## src/rtl/rst_sequencer.sv

```systemverilog
// -----------------------------------------------------------------------------
// rst_sequencer
//
// Staged reset release sequencer. On power-on (i_rst_async) or on an accepted
// software request (i_req) every domain reset is asserted, held for
// HOLD_CYCLES clocks, then released one bit at a time in ascending index
// order with GAP_CYCLES clocks between releases. The final release raises a
// one-cycle o_done pulse and drops o_busy.
//
// Parameters
//   NUM_OUT     : number of domain reset outputs (2..8)
//   HOLD_CYCLES : clocks all outputs stay asserted before the first release (>= 1)
//   GAP_CYCLES  : clocks between consecutive releases (>= 1)
//
// Ports
//   clk         : in  single clock for all logic
//   i_rst_async : in  asynchronous active-high reset (the only async input)
//   i_req       : in  synchronous software reset request
//   o_rst       : out [NUM_OUT-1:0] active-high domain resets, straight from flops
//   o_busy      : out high while a sequence is in progress
//   o_done      : out one-cycle pulse on sequence completion
//   o_req_cnt   : out [7:0] saturating count of accepted requests
//                 (present only when RST_SEQ_REQ_CNT_EN is defined)
//
// Optional feature macro: RST_SEQ_REQ_CNT_EN
// -----------------------------------------------------------------------------
module rst_sequencer #(
    parameter int unsigned NUM_OUT     = 3,
    parameter int unsigned HOLD_CYCLES = 16,
    parameter int unsigned GAP_CYCLES  = 4
) (
    input  logic               clk,
    input  logic               i_rst_async,
    input  logic               i_req,
    output logic [NUM_OUT-1:0] o_rst,
    output logic               o_busy,
`ifdef RST_SEQ_REQ_CNT_EN
    output logic               o_done,
    output logic [7:0]         o_req_cnt
`else
    output logic               o_done
`endif
);

    // -------------------------------------------------------------------------
    // Derived widths and constants
    // -------------------------------------------------------------------------
    localparam int unsigned MaxCycles = (HOLD_CYCLES > GAP_CYCLES) ? HOLD_CYCLES : GAP_CYCLES;
    localparam int unsigned CntW      = $clog2(MaxCycles + 1);
    localparam int unsigned IdxW      = $clog2(NUM_OUT);

    // Counter values seen on the edge that completes a HOLD / GAP interval.
    localparam logic [CntW-1:0] HoldLast = CntW'(HOLD_CYCLES - 1);
    localparam logic [CntW-1:0] GapLast  = CntW'(GAP_CYCLES - 1);
    localparam logic [IdxW-1:0] IdxLast  = IdxW'(NUM_OUT - 1);
    localparam logic [IdxW-1:0] IdxFirst = IdxW'(1);

    // State encoding
    localparam logic [1:0] StHold = 2'd0;
    localparam logic [1:0] StRel  = 2'd1;
    localparam logic [1:0] StIdle = 2'd2;

    // -------------------------------------------------------------------------
    // State
    // -------------------------------------------------------------------------
    logic [1:0]         state_q, state_d;
    logic [CntW-1:0]    cnt_q, cnt_d;
    logic [IdxW-1:0]    idx_q, idx_d;
    logic [NUM_OUT-1:0] rst_q, rst_d;
    logic               busy_q, busy_d;
    logic               done_q, done_d;

    // A request is only honoured from IDLE; busy is low exactly in IDLE, so
    // requests during HOLD/REL (including the final-release edge) are dropped.
    logic req_accept;
    assign req_accept = (state_q == StIdle) && i_req;

    // -------------------------------------------------------------------------
    // Next-state logic
    // -------------------------------------------------------------------------
    always_comb begin
        state_d = state_q;
        cnt_d   = cnt_q;
        idx_d   = idx_q;
        rst_d   = rst_q;
        busy_d  = busy_q;
        done_d  = 1'b0;

        case (state_q)
            StHold: begin
                if (cnt_q == HoldLast) begin
                    // First release happens on the last HOLD edge itself.
                    rst_d[0] = 1'b0;
                    state_d  = StRel;
                    idx_d    = IdxFirst;
                    cnt_d    = '0;
                end else begin
                    cnt_d = cnt_q + CntW'(1);
                end
            end

            StRel: begin
                if (cnt_q == GapLast) begin
                    rst_d[idx_q] = 1'b0;
                    cnt_d        = '0;
                    if (idx_q == IdxLast) begin
                        busy_d  = 1'b0;
                        done_d  = 1'b1;
                        state_d = StIdle;
                        idx_d   = '0;
                    end else begin
                        idx_d = idx_q + IdxW'(1);
                    end
                end else begin
                    cnt_d = cnt_q + CntW'(1);
                end
            end

            StIdle: begin
                if (req_accept) begin
                    rst_d   = '1;
                    busy_d  = 1'b1;
                    state_d = StHold;
                    cnt_d   = '0;
                    idx_d   = '0;
                end
            end

            default: begin
                // Unreachable encoding: recover by restarting a full sequence.
                rst_d   = '1;
                busy_d  = 1'b1;
                state_d = StHold;
                cnt_d   = '0;
                idx_d   = '0;
            end
        endcase
    end

    // -------------------------------------------------------------------------
    // Registers
    // -------------------------------------------------------------------------
    always_ff @(posedge clk or posedge i_rst_async) begin
        if (i_rst_async) begin
            state_q <= StHold;
            cnt_q   <= '0;
            idx_q   <= '0;
            rst_q   <= '1;
            busy_q  <= 1'b1;
            done_q  <= 1'b0;
        end else begin
            state_q <= state_d;
            cnt_q   <= cnt_d;
            idx_q   <= idx_d;
            rst_q   <= rst_d;
            busy_q  <= busy_d;
            done_q  <= done_d;
        end
    end

    // Outputs come straight from flops so downstream resets never glitch.
    assign o_rst  = rst_q;
    assign o_busy = busy_q;
    assign o_done = done_q;

`ifdef RST_SEQ_REQ_CNT_EN
    // -------------------------------------------------------------------------
    // Accepted-request counter, saturating; only the async reset clears it.
    // -------------------------------------------------------------------------
    logic [7:0] req_cnt_q, req_cnt_d;

    always_comb begin
        req_cnt_d = req_cnt_q;
        if (req_accept && (req_cnt_q != 8'hff)) begin
            req_cnt_d = req_cnt_q + 8'd1;
        end
    end

    always_ff @(posedge clk or posedge i_rst_async) begin
        if (i_rst_async) begin
            req_cnt_q <= '0;
        end else begin
            req_cnt_q <= req_cnt_d;
        end
    end

    assign o_req_cnt = req_cnt_q;
`endif

endmodule
```

## config.mk

```make
export PLATFORM = sky130hd
export DESIGN_NAME = rst_sequencer
export DESIGN_NICKNAME = d
export VERILOG_FILES = /design/src/rtl/rst_sequencer.sv
export SDC_FILE = /design/constraint.sdc
export NUM_CORES = 1
export LEC_CHECK = 0
export ABC_CLOCK_PERIOD_IN_PS = 4700
export CORE_AREA = 4 4 42 44
export DETAILED_ROUTE_END_ITERATION = 6
export DIE_AREA = 0 0 46 48
export GPL_TIMING_DRIVEN = 0
export PLACE_DENSITY = 0.8
export SYNTH_ARGS = -nofsm -noshare
export SYNTH_HDL_FRONTEND = slang
export SYNTH_SLANG_ARGS = --single-unit
```

## constraint.sdc

```tcl
create_clock -name clk -period 4.7 [get_ports clk]
set_input_delay 1.41 -clock clk [delete_from_list [all_inputs] [get_ports clk]]
set_output_delay 1.41 -clock clk [all_outputs]
set_load 0.005 [all_outputs]
```

# Word level (Yosys, flattened, before mapping)

Cells that the tools add are included.

Flip-flop bits (word level): 14
Logic and storage cells: 56
Input port bits: 3
Output and inout bits: 5

Eq/ne operators: 9
Reductions and logical operators: 7
Add/subtract/negate cells: 2
Bitwise logic cells: 3
Mux-type cells: 26
$lt $le $gt $ge: 2

Operators by type and width:

| kind                  | number |
|---|---|
| $pmux W2 S3           | 3 |
| $mux W5               | 3 |
| $pmux W5 S3           | 1 |
| $mux W2               | 6 |
| $mux W1               | 8 |
| $ne A2 B2 Y1 const B  | 4 |
| $reduce_and A4 Y1     | 2 |
| $mux W3               | 2 |
| $pmux W1 S3           | 2 |
| $reduce_and A3 Y1     | 2 |
| $add A5 B1 Y5 const B | 1 |
| $eq A5 B2 Y1 const B  | 1 |
| $eq A5 B4 Y1 const B  | 1 |
| $eq A2 B2 Y1 const B  | 2 |
| $and A3 B3 Y3         | 1 |
| $lt A2 B3 Y1 const B  | 1 |
| $not A3 Y3            | 1 |
| $add A2 B1 Y2 const B | 1 |
| $demux W1 S2          | 1 |
| $eq A2 B1 Y1 const B  | 1 |
| $ge A2 B1 Y1 const B  | 1 |
| $logic_and A1 B1 Y1   | 2 |
| $logic_not A2 Y1      | 1 |
| $not A1 Y1            | 1 |

# Logic depth before layout (Yosys ltp)

Gate-level depths: netlist of the first run.

Depth in word-level cells: 8
Gate-level depth with buffers: 7
Mapped depth without buffers: 7

# Worst setup path after synthesis of the first run

Ideal clock, no wire load.

Kind: input port to flip-flop
From: input port i_req
To: register cnt_q[2]
Path buffers: 0
Setup slack: 2.558 ns
Stages on the path: 3
Arrival time: 2.075 ns
Library setup time: 0.067 ns
Path through: or3b_2 -> o31ai_1 -> a32o_1

Cells in the longest elaborated chain, start to end: 2

RTL lines:

| what                   | RTL line | text |
|---|---|---|
| start, declared        | 34       | `input logic i_req,` |
| $logic_and A1 B1 Y1    | 76       | `assign req_accept = (state_q == StIdle) && i_req;` |
| $ne A2 B2 Y1 (no line) | -        |  |
| end signal, assigned   | 153      | `cnt_q <= cnt_d;` |
| end, declared          | 67       | `logic [CntW-1:0] cnt_q, cnt_d;` |

No other way between the ends.
A chain may end at the register's enable or synchronous reset.

# Worst setup path in the final report of the first run

From: register rst_q[2] (netlist: o_rst[2])
To: output port o_rst[2]

RTL lines:

| what                   | RTL line | text |
|---|---|---|
| start, declared        | 69       | `logic [NUM_OUT-1:0] rst_q, rst_d;` |
| start signal, assigned | 155      | `rst_q <= rst_d;` |
| end, declared          | 35       | `output logic [NUM_OUT-1:0] o_rst,` |

No word-level cell between the ends.

==> results of run 1 <==
## metal layers
| layer | share of wire [%] | wire (um) |
|---|---|---|
| met5 | 0 | 0 |
| met4 | 1.1 | 15 |
| met3 | 3.8 | 51 |
| met2 | 45 | 609 |
| met1 | 50 | 676 |
## worst max path at each step
| stage | from | endpoint | slack (ns) | cells after the start |
|---|---|---|---|---|
| 2_1_floorplan | i_req | cnt_q[2]$_DFFE_PP0N_ | 2.56 | 3 |
| 3_3_place_gp | i_req | cnt_q[2]$_DFFE_PP0N_ | 1.92 | 4 |
| 3_5_place_dp | i_req | cnt_q[2]$_DFFE_PP0N_ | 1.93 | 4 |
| 4_1_cts | o_rst[2]$_DFFE_PP1P_ | o_rst[2] | 1.95 | 1 |
| 5_1_grt | o_rst[2]$_DFFE_PP1P_ | o_rst[2] | 1.92 | 1 |
| 6_report | o_rst[2]$_DFFE_PP1P_ | o_rst[2] | 1.97 | 1 |
## where the power goes
| part | leakage (nW) | switching, mW | internal (mW) |
|---|---|---|---|
| clock network | 0.0150 | 0.0365 | 0.0328 |
| registers | 0.169 | 0.0426 | 0.177 |
| logic | 0.212 | 0.0821 | 0.115 |
| total | 0.396 | 0.161 | 0.325 |
## final cells by class
class | count | area share [%]
plain buffers | 3 | 1.99
clock buffers | 4 | 2.99
inverters | 5 | 2.13
multi-input cells | 47 | 42.2
flip-flops and latches | 14 | 40.4
well taps | 16 | 2.28
repair buffers | 7 | 7.97
## synthesized netlist by cell type
| cell | count |
|---|---|
| o31ai_1 | 2 |
| nand3b_1 | 2 |
| a32o_1 | 2 |
| dfrtp_1 | 10 |
| mux2_2 | 1 |
| nand4_1 | 1 |
| o32a_2 | 1 |
| nor4b_4 | 1 |
| nor2_1 | 4 |
| nand3_1 | 1 |
| nand2b_1 | 1 |
| buf_4 | 1 |
| o211a_1 | 1 |
| mux2i_1 | 1 |
| and3_2 | 1 |
| ha_1 | 3 |
| nand4b_1 | 1 |
| nand2_2 | 1 |
| nor4b_1 | 1 |
| dfstp_2 | 4 |
| a311oi_1 | 1 |
| buf_2 | 2 |
| o21a_1 | 4 |
| o21bai_1 | 1 |
| inv_1 | 5 |
| a22o_2 | 1 |
| o21ai_0 | 2 |
| nor2b_1 | 4 |
| nand2_1 | 2 |
| or3b_2 | 1 |
| nor3_1 | 1 |
| and2b_2 | 1 |
| o32ai_1 | 1 |
| nor3b_1 | 1 |
| o221ai_1 | 1 |
| a21o_1 | 1 |
## sequential cells by signal (all words and copies together), names as in the netlist
| name | cells |
|---|---|
| o_rst | 3 |
| idx_q | 2 |
| cnt_q | 5 |
| state_q | 2 |
| o_done | 1 |
| o_busy | 1 |
## metrics by stage
stage | utilization [%] | instance area [um2] | setup slack, ns
final | 61.2 | 880 | 1.97
after detailed placement | 59.4 | 853 | 1.93
after global routing | 61.2 | 880 | 1.92
after floorplan | - | 763 | 2.56
after CTS | 61.2 | 880 | 1.95
after global placement | 59.4 | 853 | 1.92
## cells by family (layout without fill, tap and decap cells)
logic type | count (synthesis) | after routing | synth area share (%)
DFF | 14 | 14 | 46.6
and+or+nand+nor | 24 | 24 | 21.6
AOI/OAI and AO/OA | 18 | 18 | 19.3
buffers and inverters | 8 | 19 | 4.75
muxes | 2 | 2 | 2.79
adders and majority gates | 3 | 3 | 4.92
==> run_results.csv, run 1 <==
group,metric,value,unit
setup_path,reg2reg_slack,2.80,ns
grt,busiest_layer,"met2",
hold_path,min_path_type,"reg -> reg",
layout,fin_nets,87,
clock_tree,cts.reportedPaths.clkPinSlew,0.08,ns
yosys,netlist_area,763,um2
timing,rsz0062_at_grt,"false",
clock_tree,cts_tree,"yes",
detailed_routing,post-route-drc-count,0,
timing,hold_ws,0.526,ns
layout,final_common_cell,"dfrtp_1",
grt,grtUsageMet3,4.14,%
flow_run,maxCapViolCount,0,
timing,slew_headroom,65.6,%
timing,finalHoldViolCount,0,
timing,setup_viol,0,
die,die_w,46,um
setup_path,rr_endpoint,"cnt_q[1]$_DFFE_PP0N_",
die,die_h,48,um
clock_tree,clock_latency,0.27,ns
pwr,pwr_density_cell,553,nW/um2
layout,area_growth,15.2,%
layout,seq_area,355,um2
place,hpwl,988,um
clock_tree,cts_root_buffer,"clkbuf_4",
timing,final.setup_skew,0.00587,ns
yosys,synth_cell_types,36,
clock_tree,htree_num_levels,1,
pwr,leakage,0.396,nW
layout,stdcell_count,96,
pwr,power,486,uW
clock_tree,cts-hold-fix-buffers,0,
place,dp.cells,92,
grt,grt_use_met1,20.9,%
yosys,ys_warn_count,0,
clock_tree,cts_buffer_depth,2,
layout,fillCellCount,122,
grt,grt_pass1_wl,2340,um
setup_path,cp.buffers_inverters,1,
layout,n_antenna_cell,0,
detailed_routing,vias,559,
grt,grt_max_degree,15,
setup_path,crit_arrival,1.32,ns
setup_path,path_cells,"clkdlybuf4s50_1",
yosys,synth_area_leaders,"dfrtp_1 (33%), dfstp_2 (14%), ha_1 (4.9%), o21a_1 (3.9%), nor2b_1 (3.3%)",
detailed_routing,dr.first_iter.drc_count,6,
timing,drv_slew,0,
yosys,syn_inst,69,
detailed_routing,drtAntennaViolNets,0,
grt,grtUsageTotal,15.1,%
yosys,yosysSeqAreaShare,46.6,%
timing,setup_tns,0,ns
clock_tree,post_cts_buffers,0,
timing,clock.fmax,366,MHz
pwr,ir_drop,344,uV
setup_path,r2r_start,"cnt_q[0]$_DFFE_PP0N_",
setup_path,worstSetupStartpointType,"flip-flop",
layout,multi_input_area,372,um2
die,top_level_ports,8,
detailed_routing,drt_wl_total,1350,um
timing,worstMarginPinSlew,0.515,ns
detailed_routing,firstDrtPassIters,4,
clock_tree,numCtsBuffers,3,
grt,grt_overflow,0,
grt,grt_pass1_vias,530,
layout,final_cell_mix,"dfrtp_1 (10), clkdlybuf4s50_1 (7), inv_1 (5)",
grt,grt_antenna_before_repair,0,
setup_path,crit_path_top_delay_cell,"dfstp_2",
die,initial_core_util,53.1,%
hold_path,hp-start,"cnt_q[1]$_DFFE_PP0N_",
hold_path,whs_path_depth,1,
yosys,synth_nets,75,
yosys,syn_area_per_cell,11.1,um2
setup_path,cp_top_family,"flip-flops",
place,io_buffers,7,
layout,layout-drive-gt1-share,22.5,%
detailed_routing,wl_per_cell,14.1,um
place,place_congestion,0.738,
setup_path,crit_path_end_kind,"output pin",
die,rows,14,
run_status,status,"finished, final reports clean",
setup_path,required,3.29,ns
yosys,synth-seq-cells,14,
yosys,synth_top_area_cell,"dfrtp_1",
clock_tree,cts_sinks,14,
timing,period_share,58.1,%
detailed_routing,viasPerCell,5.82,
die,core,1440,um2
yosys,synth.top_cell.area_share,32.8,%
setup_path,path_max_fanout,2,
setup_path,reg2reg_depth,7,
clock_tree,cts_resized,0,
die,die_area,2210,um2
setup_path,cpPeakStageDelay,0.54,ns
setup_path,crit_type,"reg -> out",
grt,use_met2,21.7,%
hold_path,holdPathEnd,"cnt_q[1]$_DFFE_PP0N_",
timing,post-route-min-period,2.73,ns
No activity file was read; power rests on OpenSTA's default activity.
==> run 2, diff against run 1 <==
==> config.mk (replaced) <==
export PLATFORM = sky130hd
export DESIGN_NAME = rst_sequencer
export DESIGN_NICKNAME = d
export VERILOG_FILES = /design/src/rtl/rst_sequencer.sv
export SDC_FILE = /design/constraint.sdc
export NUM_CORES = 1
export LEC_CHECK = 0
export ABC_CLOCK_PERIOD_IN_PS = 2400
export CORE_AREA = 4 4 45 47
export DETAILED_ROUTE_END_ITERATION = 6
export DIE_AREA = 0 0 49 51
export GPL_TIMING_DRIVEN = 0
export PLACE_DENSITY = 0.73
export SYNTH_ARGS = -nofsm -noshare
export SYNTH_HDL_FRONTEND = slang
export SYNTH_SLANG_ARGS = --single-unit
==> constraint.sdc (replaced) <==
create_clock -name clk -period 2.4 [get_ports clk]
set_input_delay 0.72 -clock clk [delete_from_list [all_inputs] [get_ports clk]]
set_output_delay 0.72 -clock clk [all_outputs]
set_load 0.005 [all_outputs]
==> run_results.csv, run 2 (synthesis gave the netlist of run 1 again) <==
group,metric,value,unit
run_status,status,"finished, final reports clean",
place,io_buffers,7,
die,rows,15,
layout,stdcell_area,891,um2
place,place_congestion,0.738,
timing,period_share,85.0,%
flow_run,maxCapViolCount,0,
layout,final_cell_mix,"dfrtp_1 (10), clkdlybuf4s50_1 (7), inv_1 (5)",
setup_path,reg2reg_depth,7,
timing,final.setup_skew,0.000531,ns
grt,grt_pass1_wl,2460,um
timing,worst_slack,0.361,ns
pwr,comb_power_share,39.0,%
place,pre_cts_slack,0.322,ns
die,die_h,51,um
detailed_routing,viasPerCell,5.81,
setup_path,cpPeakStageDelay,0.55,ns
setup_path,crit_arrival,1.32,ns
detailed_routing,drtAntennaViolNets,0,
clock_tree,cts_buffer_depth,2,
setup_path,crit_path_start,"o_rst[0]$_DFFE_PP1P_",
detailed_routing,post-route-drc-count,0,
setup_path,cp.buffers_inverters,1,
layout,layout-drive-gt1-share,23.8,%
setup_path,rr_endpoint,"cnt_q[1]$_DFFE_PP0N_",
setup_path,crit_path_end_kind,"output pin",
pwr,p_int,664,uW
setup_path,path_cells,"clkdlybuf4s50_1",
hold_path,hp-start,"cnt_q[1]$_DFFE_PP0N_",
layout,final_common_cell,"dfrtp_1",
setup_path,worstSetupStartpointType,"flip-flop",
clock_tree,cts-hold-fix-buffers,0,
timing,clock.fmax,490,MHz
die,initial_core_util,46.2,%
timing,setup_tns,0,ns
clock_tree,cts_resized,0,
place,place_area,855,um2
layout,regMostFlops,"cnt_q",
hold_path,min_path_type,"reg -> reg",
clock_tree,cts_root_buffer,"clkbuf_4",
timing,rsz0062_at_grt,"false",
clock_tree,numCtsBuffers,3,
layout,fin_nets,87,
grt,grtUsageTotal,12.9,%
timing,slew_headroom,65.3,%
detailed_routing,vias,564,
detailed_routing,wl_per_cell,13.6,um
detailed_routing,drt_wl_total,1320,um
die,top_level_ports,8,
setup_path,r2r_start,"cnt_q[0]$_DFFE_PP0N_",
hold_path,whs_path_depth,1,
setup_path,path_max_fanout,3,
layout,area_growth,16.7,%
timing,post-route-min-period,2.04,ns
timing,setup_viol,0,
pwr,switchingPower,311,uW
pwr,pwr_density_cell,1090,nW/um2
timing,finalHoldViolCount,0,
hold_path,holdPathEnd,"cnt_q[1]$_DFFE_PP0N_",
die,die_area,2500,um2
pwr,ir_drop,610,uV
setup_path,cp_top_family,"flip-flops",
die,die_w,49,um
grt,grt_pass1_vias,561,
detailed_routing,firstDrtPassIters,4,
layout,n_antenna_cell,0,
layout,stdcell_count,97,
grt,grt_antenna_before_repair,0,
clock_tree,cts.reportedPaths.clkPinSlew,0.08,ns
setup_path,required,1.68,ns
pwr,p_clk_share,17.1,%
layout,largest_reg_flops,5,
setup_path,crit_type,"reg -> out",
clock_tree,cts_sinks,14,
clock_tree,clock_latency,0.27,ns
setup_path,reg2reg_slack,0.49,ns
place,dp.cells,93,
grt,grt_overflow,0,
timing,worstMarginPinSlew,0.520,ns
detailed_routing,dr.first_iter.drc_count,11,
pwr,leakage,0.402,nW
setup_path,crit_path_top_delay_cell,"dfstp_2",
clock_tree,post_cts_buffers,0,
die,core,1650,um2
grt,grt_max_degree,15,
clock_tree,htree_num_levels,1,
place,hpwl,976,um
pwr,p_sw_share,31.9,%
timing,drv_slew,0,
clock_tree,cts_tree,"yes",
pwr,pwr-share-seq,43.9,%
[run 2: cell counts in the layout (fill, tap and decap cells not counted)]
No cell type changed its count.
[run 2: metrics by stage]
stage	hold slack [ns]	power, mW	util [%]
after floorplan	0.484	0.697	-
after global placement	0.511	0.805	51.7
after detailed placement	0.508	0.815	51.7
after CTS	0.527	0.986	53.9
after global routing	0.557	1.06	53.9
final	0.526	0.975	53.9
[run 2: worst max-delay path by stage]
stage / cells after the start / slack, ns / to
2_1_floorplan: 7 / 0.77 / idx_q[1]$_DFFE_PP0P_
3_3_place_gp: 4 / 0.31 / cnt_q[2]$_DFFE_PP0N_
3_5_place_dp: 4 / 0.32 / cnt_q[2]$_DFFE_PP0N_
4_1_cts: 1 / 0.34 / o_rst[0]
5_1_grt: 1 / 0.30 / o_rst[0]
6_report: 1 / 0.36 / o_rst[0]
[run 2: metal layers]
metal / wire [um] / global-route usage, %
met3: 43 / 2.04
met5: 0 / 0
met1: 637 / 16.4
met2: 613 / 20.2
met4: 23 / 8.07
[run 2: area by class of cell]
class | instances | area [um2]
sequential | 14 | 355
buffer | 3 | 17.5
multi-input combinational | 47 | 372
tap | 17 | 21.3
inverter | 5 | 18.8
timing repair buffer | 7 | 70.1
fill | 149 | 761
clock buffer | 4 | 36.3
[run 2: power by group through the flow]
stage	Combinational [mW]	Sequential [mW]	Clock (mW)
6_report	0.381	0.428	0.166
5_1_grt	0.433	0.445	0.183
4_1_cts	0.384	0.428	0.175
3_5_place_dp	0.382	0.434	0
3_3_place_gp	0.377	0.428	0
2_1_floorplan	0.274	0.423	0
